`src/rtl/async_tx_pkg.sv`:
```
// Shared definitions for the transmit side of the bundled-data req/ack bridge.
// The state encoding is shared with the receive-side handshake controller.
package async_tx_pkg;

    // Handshake FSM states, 2-bit encoding shared across the bridge link
    typedef enum logic [1:0] {
        ST_IDLE   = 2'b00,
        ST_SETUP  = 2'b01,
        ST_REQ_HI = 2'b10,
        ST_REQ_LO = 2'b11
    } tx_state_t;

    // Width of the ack wait (timeout) counter
    localparam int WAIT_CNT_W = 8;

    // True while the FSM is waiting on an ack edge from the receiver
    function automatic logic is_waiting(input tx_state_t st);
        return (st == ST_REQ_HI) || (st == ST_REQ_LO);
    endfunction

endpackage

```
`src/rtl/async_tx_fifo.sv`:
```
// DEPTH x DW synchronous FIFO buffering words ahead of the handshake FSM.
// Head is read combinationally so the FSM can load a word on the edge
// right after it was pushed into an empty FIFO.
module async_tx_fifo
    import async_tx_pkg::*;
#(
    parameter int DW    = 8,
    parameter int DEPTH = 4
) (
    input  logic          clk,
    input  logic          rstn,
    input  logic          push,
    input  logic [DW-1:0] push_data,
    input  logic          pop,
    output logic [DW-1:0] head,
    output logic          full,
    output logic          empty
);

    localparam int AW = $clog2(DEPTH);

    logic [DW-1:0] mem_reg [DEPTH];
    logic [AW-1:0] wr_ptr_reg;
    logic [AW-1:0] rd_ptr_reg;
    logic [AW:0]   count_reg;
    logic          do_push;
    logic          do_pop;

    // Guard against overflow/underflow; callers should respect full/empty anyway
    assign do_push = push && !full;
    assign do_pop  = pop && !empty;
    assign full    = (count_reg == (AW+1)'(DEPTH));
    assign empty   = (count_reg == '0);
    assign head    = mem_reg[rd_ptr_reg];

    // Storage write; contents need no reset since count gates visibility
    always_ff @(posedge clk) begin
        if (do_push) begin
            mem_reg[wr_ptr_reg] <= push_data;
        end
    end

    // Pointer and occupancy bookkeeping
    always_ff @(posedge clk) begin
        if (!rstn) begin
            wr_ptr_reg <= '0;
            rd_ptr_reg <= '0;
            count_reg  <= '0;
        end else begin
            if (do_push) begin
                wr_ptr_reg <= wr_ptr_reg + 1'b1;
            end
            if (do_pop) begin
                rd_ptr_reg <= rd_ptr_reg + 1'b1;
            end
            case ({do_push, do_pop})
                2'b10:   count_reg <= count_reg + 1'b1;
                2'b01:   count_reg <= count_reg - 1'b1;
                default: count_reg <= count_reg;
            endcase
        end
    end

endmodule

```
`src/rtl/async_tx.sv`:
```
// Transmit end of the 4-phase bundled-data bridge. Buffers words from the
// local valid/ready interface, presents each on data, raises req after a
// bundling delay, and completes the 4-phase cycle on the synchronized ack.
module async_tx
    import async_tx_pkg::*;
#(
    parameter int DW           = 8,
    parameter int DEPTH        = 4,
    parameter int SYNC_STAGES  = 2,
    parameter int SETUP_CYCLES = 1,
    parameter int TIMEOUT      = 255
) (
    input  logic          clk,
    input  logic          rstn,
    input  logic [DW-1:0] in_data,
    input  logic          in_valid,
    output logic          in_ready,
    input  logic          ack,
    output logic          req,
    output logic [DW-1:0] data,
    output logic          busy,
    output logic          err
);

    localparam int SCW = (SETUP_CYCLES > 1) ? $clog2(SETUP_CYCLES) : 1;

    logic [SYNC_STAGES-1:0] ack_sync_reg;
    logic                   ack_s;

    tx_state_t              state_reg;
    logic                   req_reg;
    logic [DW-1:0]          data_reg;
    logic                   err_reg;
    logic [SCW-1:0]         setup_cnt_reg;
    logic [WAIT_CNT_W-1:0]  wait_cnt_reg;

    logic [DW-1:0]          fifo_head;
    logic                   fifo_full;
    logic                   fifo_empty;
    logic                   fifo_push;
    logic                   fifo_pop;

    assign in_ready  = !fifo_full;
    assign fifo_push = in_valid && !fifo_full;
    // A word leaves the FIFO only when the FSM loads it into data
    assign fifo_pop  = (state_reg == ST_IDLE) && !fifo_empty;

    async_tx_fifo #(
        .DW    (DW),
        .DEPTH (DEPTH)
    ) u_fifo (
        .clk       (clk),
        .rstn      (rstn),
        .push      (fifo_push),
        .push_data (in_data),
        .pop       (fifo_pop),
        .head      (fifo_head),
        .full      (fifo_full),
        .empty     (fifo_empty)
    );

    // Multi-flop synchronizer for the asynchronous ack; only ack_s is used downstream
    always_ff @(posedge clk) begin
        if (!rstn) begin
            ack_sync_reg <= '0;
        end else begin
            ack_sync_reg <= {ack_sync_reg[SYNC_STAGES-2:0], ack};
        end
    end

    assign ack_s = ack_sync_reg[SYNC_STAGES-1];

    // Handshake FSM with registered req/data and the setup and timeout counters
    always_ff @(posedge clk) begin
        if (!rstn) begin
            state_reg     <= ST_IDLE;
            req_reg       <= 1'b0;
            data_reg      <= '0;
            err_reg       <= 1'b0;
            setup_cnt_reg <= '0;
            wait_cnt_reg  <= '0;
        end else begin
            // Wait counter saturates at TIMEOUT; the FSM never aborts on timeout
            if (is_waiting(state_reg) && (wait_cnt_reg != WAIT_CNT_W'(TIMEOUT))) begin
                wait_cnt_reg <= wait_cnt_reg + 1'b1;
            end
            if (is_waiting(state_reg) && (wait_cnt_reg == WAIT_CNT_W'(TIMEOUT - 1))) begin
                err_reg <= 1'b1;
            end

            case (state_reg)
                ST_IDLE: begin
                    // A stray ack_s here is a receiver protocol error and is ignored
                    if (!fifo_empty) begin
                        data_reg      <= fifo_head;
                        setup_cnt_reg <= SCW'(SETUP_CYCLES - 1);
                        state_reg     <= ST_SETUP;
                    end
                end
                ST_SETUP: begin
                    // Hold data stable for the bundling delay before req rises
                    if (setup_cnt_reg == '0) begin
                        req_reg      <= 1'b1;
                        wait_cnt_reg <= '0;
                        state_reg    <= ST_REQ_HI;
                    end else begin
                        setup_cnt_reg <= setup_cnt_reg - 1'b1;
                    end
                end
                ST_REQ_HI: begin
                    if (ack_s) begin
                        req_reg      <= 1'b0;
                        wait_cnt_reg <= '0;
                        state_reg    <= ST_REQ_LO;
                    end
                end
                ST_REQ_LO: begin
                    // data stays untouched until the return-to-zero completes
                    if (!ack_s) begin
                        state_reg <= ST_IDLE;
                    end
                end
                default: begin
                    state_reg <= ST_IDLE;
                end
            endcase
        end
    end

    assign req  = req_reg;
    assign data = data_reg;
    assign err  = err_reg;
    assign busy = (state_reg != ST_IDLE) || !fifo_empty;

endmodule

```
`config.mk`:
```
export PLATFORM = sky130hd
export DESIGN_NAME = async_tx
export DESIGN_NICKNAME = d
export VERILOG_FILES = /design/src/rtl/async_tx_pkg.sv /design/src/rtl/async_tx_fifo.sv /design/src/rtl/async_tx.sv
export SDC_FILE = /design/constraint.sdc
export NUM_CORES = 1
export LEC_CHECK = 0
export CORE_ASPECT_RATIO = 0.8
export CORE_UTILIZATION = 50
export CTS_CLUSTER_DIAMETER = 60
export CTS_CLUSTER_SIZE = 20
export DETAILED_ROUTE_END_ITERATION = 8
export GPL_TIMING_DRIVEN = 0
export PLACE_DENSITY = 0.71
export SLEW_MARGIN = 5
export SYNTH_ARGS = -nofsm -noshare
export SYNTH_HDL_FRONTEND = slang
export SYNTH_SLANG_ARGS = --single-unit
```
`constraint.sdc`:
```
create_clock -name clk -period 2.8 [get_ports clk]
set_input_delay 0.56 -clock clk [delete_from_list [all_inputs] [get_ports clk]]
set_output_delay 0.56 -clock clk [all_outputs]
set_load 0.05 [all_outputs]
```
* After elaboration in Yosys (flattened, before gate mapping) *
Memory sizes are Yosys's and may differ from the RTL's. A register that Yosys moved wholly into a read port is not among the register bits.
Cells that the tools add are included.

word-level totals
  memory bits (writable) = 32
  word-level logic and storage cells = 68
  output and inout bits = 12
  memories = 1
  input bits = 12
  bits in latches = 0
  memory bits (read-only) = 0
  register bits = 22

memories
  name            words  bits a word  rd ports  clocked after Yosys merged registers in  write ports  line                 text
  u_fifo.mem_reg  4      8            1         1                                        1            async_tx_fifo.sv:22  logic [DW-1:0] mem_reg [DEPTH];

cells by class
  $add $sub $neg = 6
  mux-type cells = 18
  equal/unequal tests = 12
  shift-type cells = 0
  bitwise operators = 1
  reduce and logical (&&, ||, !) cells = 21
  divide/modulo/power cells = 0
  multiply operators = 0
  $lt $le $gt $ge = 0

operators with widths
  kind                                               number
  two-way mux 8 bit                                  3
  case mux 8 bit (2 select lines)                    1
  adder 8 x 1 -> 8 bit (second input constant)       1
  == test 8 bit (second input constant)              1
  two-way mux 2 bit                                  4
  inequality test 2 bit (second input constant)      4
  inequality test 8 bit (second input constant)      1
  case mux 2 bit (4 select lines)                    1
  nonzero test 2 bit                                 4
  == test 2 bit (second input constant)              3
  logical AND 1 bit                                  6
  two-way mux 1 bit                                  6
  case mux 3 bit (2 select lines)                    1
  adder 2 x 1 -> 2 bit (second input constant)       2
  == test 2 x 1 -> 1 bit (second input constant)     2
  case mux 1 bit (2 select lines)                    2
  AND reduction 2 bit                                2
  AND reduction 4 bit                                1
  adder 3 x 1 -> 3 bit (second input constant)       1
  == test 3 bit (second input constant)              1
  zero test 1 bit                                    3
  zero test 3 bit                                    1
  AND reduction 3 bit                                1
  subtractor 3 x 1 -> 3 bit (second input constant)  1
  4 further kinds                                    5

* Depth between registers and ports, before layout *
  depth in word-level cells = 6
  gate-level depth with buffers = 10
  gate-level depth less buffers = 10

* Modules after synthesis *
From an unflattened synthesis, not the netlist that was laid out.

second synthesis, totals
  cells, all modules = 217
  area total of the unflattened synthesis = 2,716.4 µm²

by module, submodules not included
  module         seq. area each (µm²)  instances  cells each  area each (µm²)
  async_tx_fifo  1,141.1               1          96          1,644.1
  async_tx       440.4                 1          121         1,072.3

* Least setup slack after synthesis *
No wires, ideal clock.

  kind = register -> register
  start point = register u_fifo.count_reg[2]
  end point = register u_fifo.count_reg[2]
  clock period less this slack = 2,364 ps
  library setup time = 76 ps
  required time = 2,724 ps
  stages on the path, launching flop included = 10
  path slack = 436 ps
  buffers on the path = 1
  arrival = 2,289 ps
  cell sequence = dfxtp_1 -> or3b_1 -> buf_2 -> nand2_4 -> ha_1 -> inv_1 -> fa_1 -> xor2_1 -> or3_1 -> a21boi_0

between the ends
  longest elaborated chain between the ends = 6
  elaborated cells between the ends (all ways) = 14
  classes of those cells = 2 x add/sub; 3 x eq/ne; 1 x mux; 8 x reduce/logical

RTL lines
  element                                                                       line                 text
  from (decl)                                                                   async_tx_fifo.sv:25  logic [AW:0] count_reg;
  from (signal assigned)                                                        async_tx_fifo.sv:57  2'b10: count_reg <= count_reg + 1'b1;
  from (signal assigned)                                                        async_tx_fifo.sv:58  2'b01: count_reg <= count_reg - 1'b1;
  from (signal assigned)                                                        async_tx_fifo.sv:59  default: count_reg <= count_reg;
  == test 3 bit (*)                                                             async_tx_fifo.sv:32  assign full = (count_reg == (AW+1)'(DEPTH));
  zero test 1 bit (*)                                                           n/a
  net in_ready                                                                  async_tx.sv:17       output logic in_ready,
  logical AND 1 bit                                                             async_tx.sv:44       assign fifo_push = in_valid && !fifo_full;
  logical AND 1 bit (*)                                                         async_tx_fifo.sv:30  assign do_push = push && !full;
  == test 2 x 1 -> 1 bit / == test 2 bit (equally long branches)                async_tx_fifo.sv:56  case ({do_push, do_pop})
  case mux 3 bit (2 select lines) / nonzero test 2 bit (equally long branches)  n/a

Mark *: on every way through the listed nets, which the timed path passes. The rest lies on a longest branch.
A chain may end at the register's enable or synchronous reset.

* Worst setup path after layout *
  start point = register u_fifo.count_reg[2]
  end point = output port in_ready

between the ends
  longest elaborated chain between the ends = 2

RTL lines
  element          line                 text
  == test 3 bit    async_tx_fifo.sv:32
  zero test 1 bit  async_tx.sv:43       assign in_ready = !fifo_full;
  to (decl)        async_tx.sv:17

Every way passes these cells.

==> metrics.txt <==
Worst-path clk slew 0.07 ns; Die Area about 5500 um2; filler instances 358; Root Driver clkbuf_8; setup TNS 0 ns; post-route ant nets 0; Final Critical Period approximately 2.6 ns; initial core utilization 0.5418; Die Width approximately 80 um; row count 22; H-tree lvl count 3; antenna cell count 0; worst setup path class flip-flop to output port; largest area contributor in the netlist edfxtp_1; Final Max Slew Viols 0; vias in the first global route roughly 1700; placed cells between 200 and 300; fin util 0.6390; CP endpoint kind output port; Synth warnings 0; Clock Sinks 61; Largest register FFs 32; I/O pins 24; Initial DRC Count 90; Layout Skew about 0.0056 ns; Unique masters post-synth 41; critical path required time roughly 2.2 ns; status complete, no violations; crit-path max FO 6; Cell Area, Synth 2580 um2; register area share after synthesis 0.5975; first-pass GRT wire length 8121 um; Final Setup Violations 0; final cell count without fillers just under 300; Cell Pwr Density approximately 970 nW/um2; Final period util 0.9302; CP startpoint kind flip-flop; commonest cells after routing, fill and taps aside edfxtp_1, dfxtp_1, nand2_1; Worst Hold Class flip-flop to flip-flop; Area contributors post-synth edfxtp_1, dfxtp_1, mux4_2, ha_1, nand2_1; dpl hpwl 3431 um; GR Overflow Total 0; most common cell after layout, fill and taps aside edfxtp_1; Multi-input gate area 970.9 um2; CTS tree built; total wire length ~4800 um; Hold Buf Count CTS 0; max-cap viol count 0; Placed Instance Area between 2000 and 3000 um2; Leak 1.108 nW; share of cells above drive strength 1 0.1266; Syn Area/Cell around 13 um2; Post-CTS Setup Inserts 0; CP cell instances or3b_1, buf_2, clkdlybuf4s50_1; clock buffer depth 2; Seq. cell area 1541 um2; area delta synth->final 17.94%; Fmax about 380 MHz; RSZ-0062 raised after global routing no; PortBufs 23; post-CTS sizing 1; maximum number of pins on one net before global-route repair 12; Via-to-Cell Ratio roughly 5.5; via count 1621; final instance area approximately 3000 um2; residual DRC count 0; CTS Buf Count 9; Syn Nets ~220; Final Hold Vio Count 0; Critical Path AT around 2.0 ns; Skew-Pair Late Insertion Delay 0.34 ns; Slew headroom 0.6114; CP max-delay cell clkdlybuf4s50_1; Least-Margin Pin Slew 0.5829 ns; routability cong. 0.8273; core area about 4800 um2; post-DR wirelength/cell ~16 um; Seq cells post-synth 61; Syn Inst Count between 150 and 200; All-Layer GR Usage 0.2150; initial antenna violation count 0; CP max stage delay roughly 0.70 ns; VDD IR max slightly below 0.6 mV; hold_ws ~0.44 ns; Pre-Repair DR Iteration Count 4; Synth top area share 0.3725; Layout Nets about 260; die height ~66 um
## cells in the mapped netlist, drive strengths merged
master	count
edfxtp	32
dfxtp	29
nand2	27
ha	12
inv	10
a21boi	9
and2	8
mux4	8
xnor2	8
and3	6
nor2	6
a21oi	5
buf	4
nand3	4
o21ai	4
nor2b	3
o31ai	3
xor2	3
nand4	2
or3	2
clkbuf	1
fa	1
mux2i	1
nand2b	1
nor4	1
o2111a	1
o211a	1
o211ai	1
o21a	1
o22ai	1
or2	1
or3b	1
or4b	1
## worst max-delay path: cells and delay by family, from the launching register on
kind / cells / cell delay [ns]
AND/OR/NAND/NOR: 1 / 0.41
flip-flops: 1 / 0.42
buffers and inverters: 2 / 0.88
## metal layers
metal / vias to the layer above / share of wire / track usage
li1: 775 / - / -
met1: 789 / 0.44 / 0.2469
met2: 47 / 0.49 / 0.3574
met3: 10 / 0.059 / 0.08690
met4: 0 / 0.016 / 0.08114
met5: - / 0 / 0
## layout make-up
class / instances / share of cell area
well taps: 60 / 0.02467
clock inverters: 6 / 0.01028
flip-flops and latches: 61 / 0.5066
plain buffers: 5 / 0.009046
multi-input cells: 122 / 0.3191
repair buffers: 23 / 0.07525
clock buffers: 10 / 0.04194
inverters: 10 / 0.01316
## logic make-up after synthesis
| family | count (synthesis) | synth area share |
|---|---|---|
| buffers and inverters | 15 | 0.02618 |
| AOI/OAI and AO/OA | 26 | 0.07419 |
| muxes | 9 | 0.07371 |
| xor gates and xnor gates | 11 | 0.03735 |
| and+or+nand+nor | 63 | 0.1251 |
| DFF | 61 | 0.5975 |
| adders and majority gates | 13 | 0.06595 |
## power breakdown
| part | internal, mW | total (mW) | switching [mW] |
|---|---|---|---|
| Combinational | 0.419 | 1.11 | 0.696 |
| Clock | 0.311 | 0.638 | 0.327 |
| Sequential | 1.11 | 1.20 | 0.0940 |
## per-stage QoR
step,worst slack [ns],total power [mW]
after CTS,0.1856,2.981
after floorplan,0.4357,2.010
final,0.1955,2.956
after detailed placement,0.2134,2.353
after global placement,0.3320,2.288
after global routing,0.1094,3.131
## worst paths after layout
| path | cells after the start | slack (ns) | start | to |
|---|---|---|---|---|
| worst max-delay path | 3 | 0.20 | u_fifo.count_reg[2]$_SDFFE_PN0P_ | in_ready |
| worst min-delay path | 1 | 0.44 | ack_sync_reg[0]$_SDFF_PN0_ | ack_sync_reg[1]$_SDFF_PN0_ |
| worst max register to register | 9 | 0.29 | u_fifo.count_reg[2]$_SDFFE_PN0P_ | u_fifo.count_reg[2]$_SDFFE_PN0P_ |
| worst min register to register | 1 | 0.44 | ack_sync_reg[0]$_SDFF_PN0_ | ack_sync_reg[1]$_SDFF_PN0_ |
Note: power is estimated with default switching activity, not from simulation.
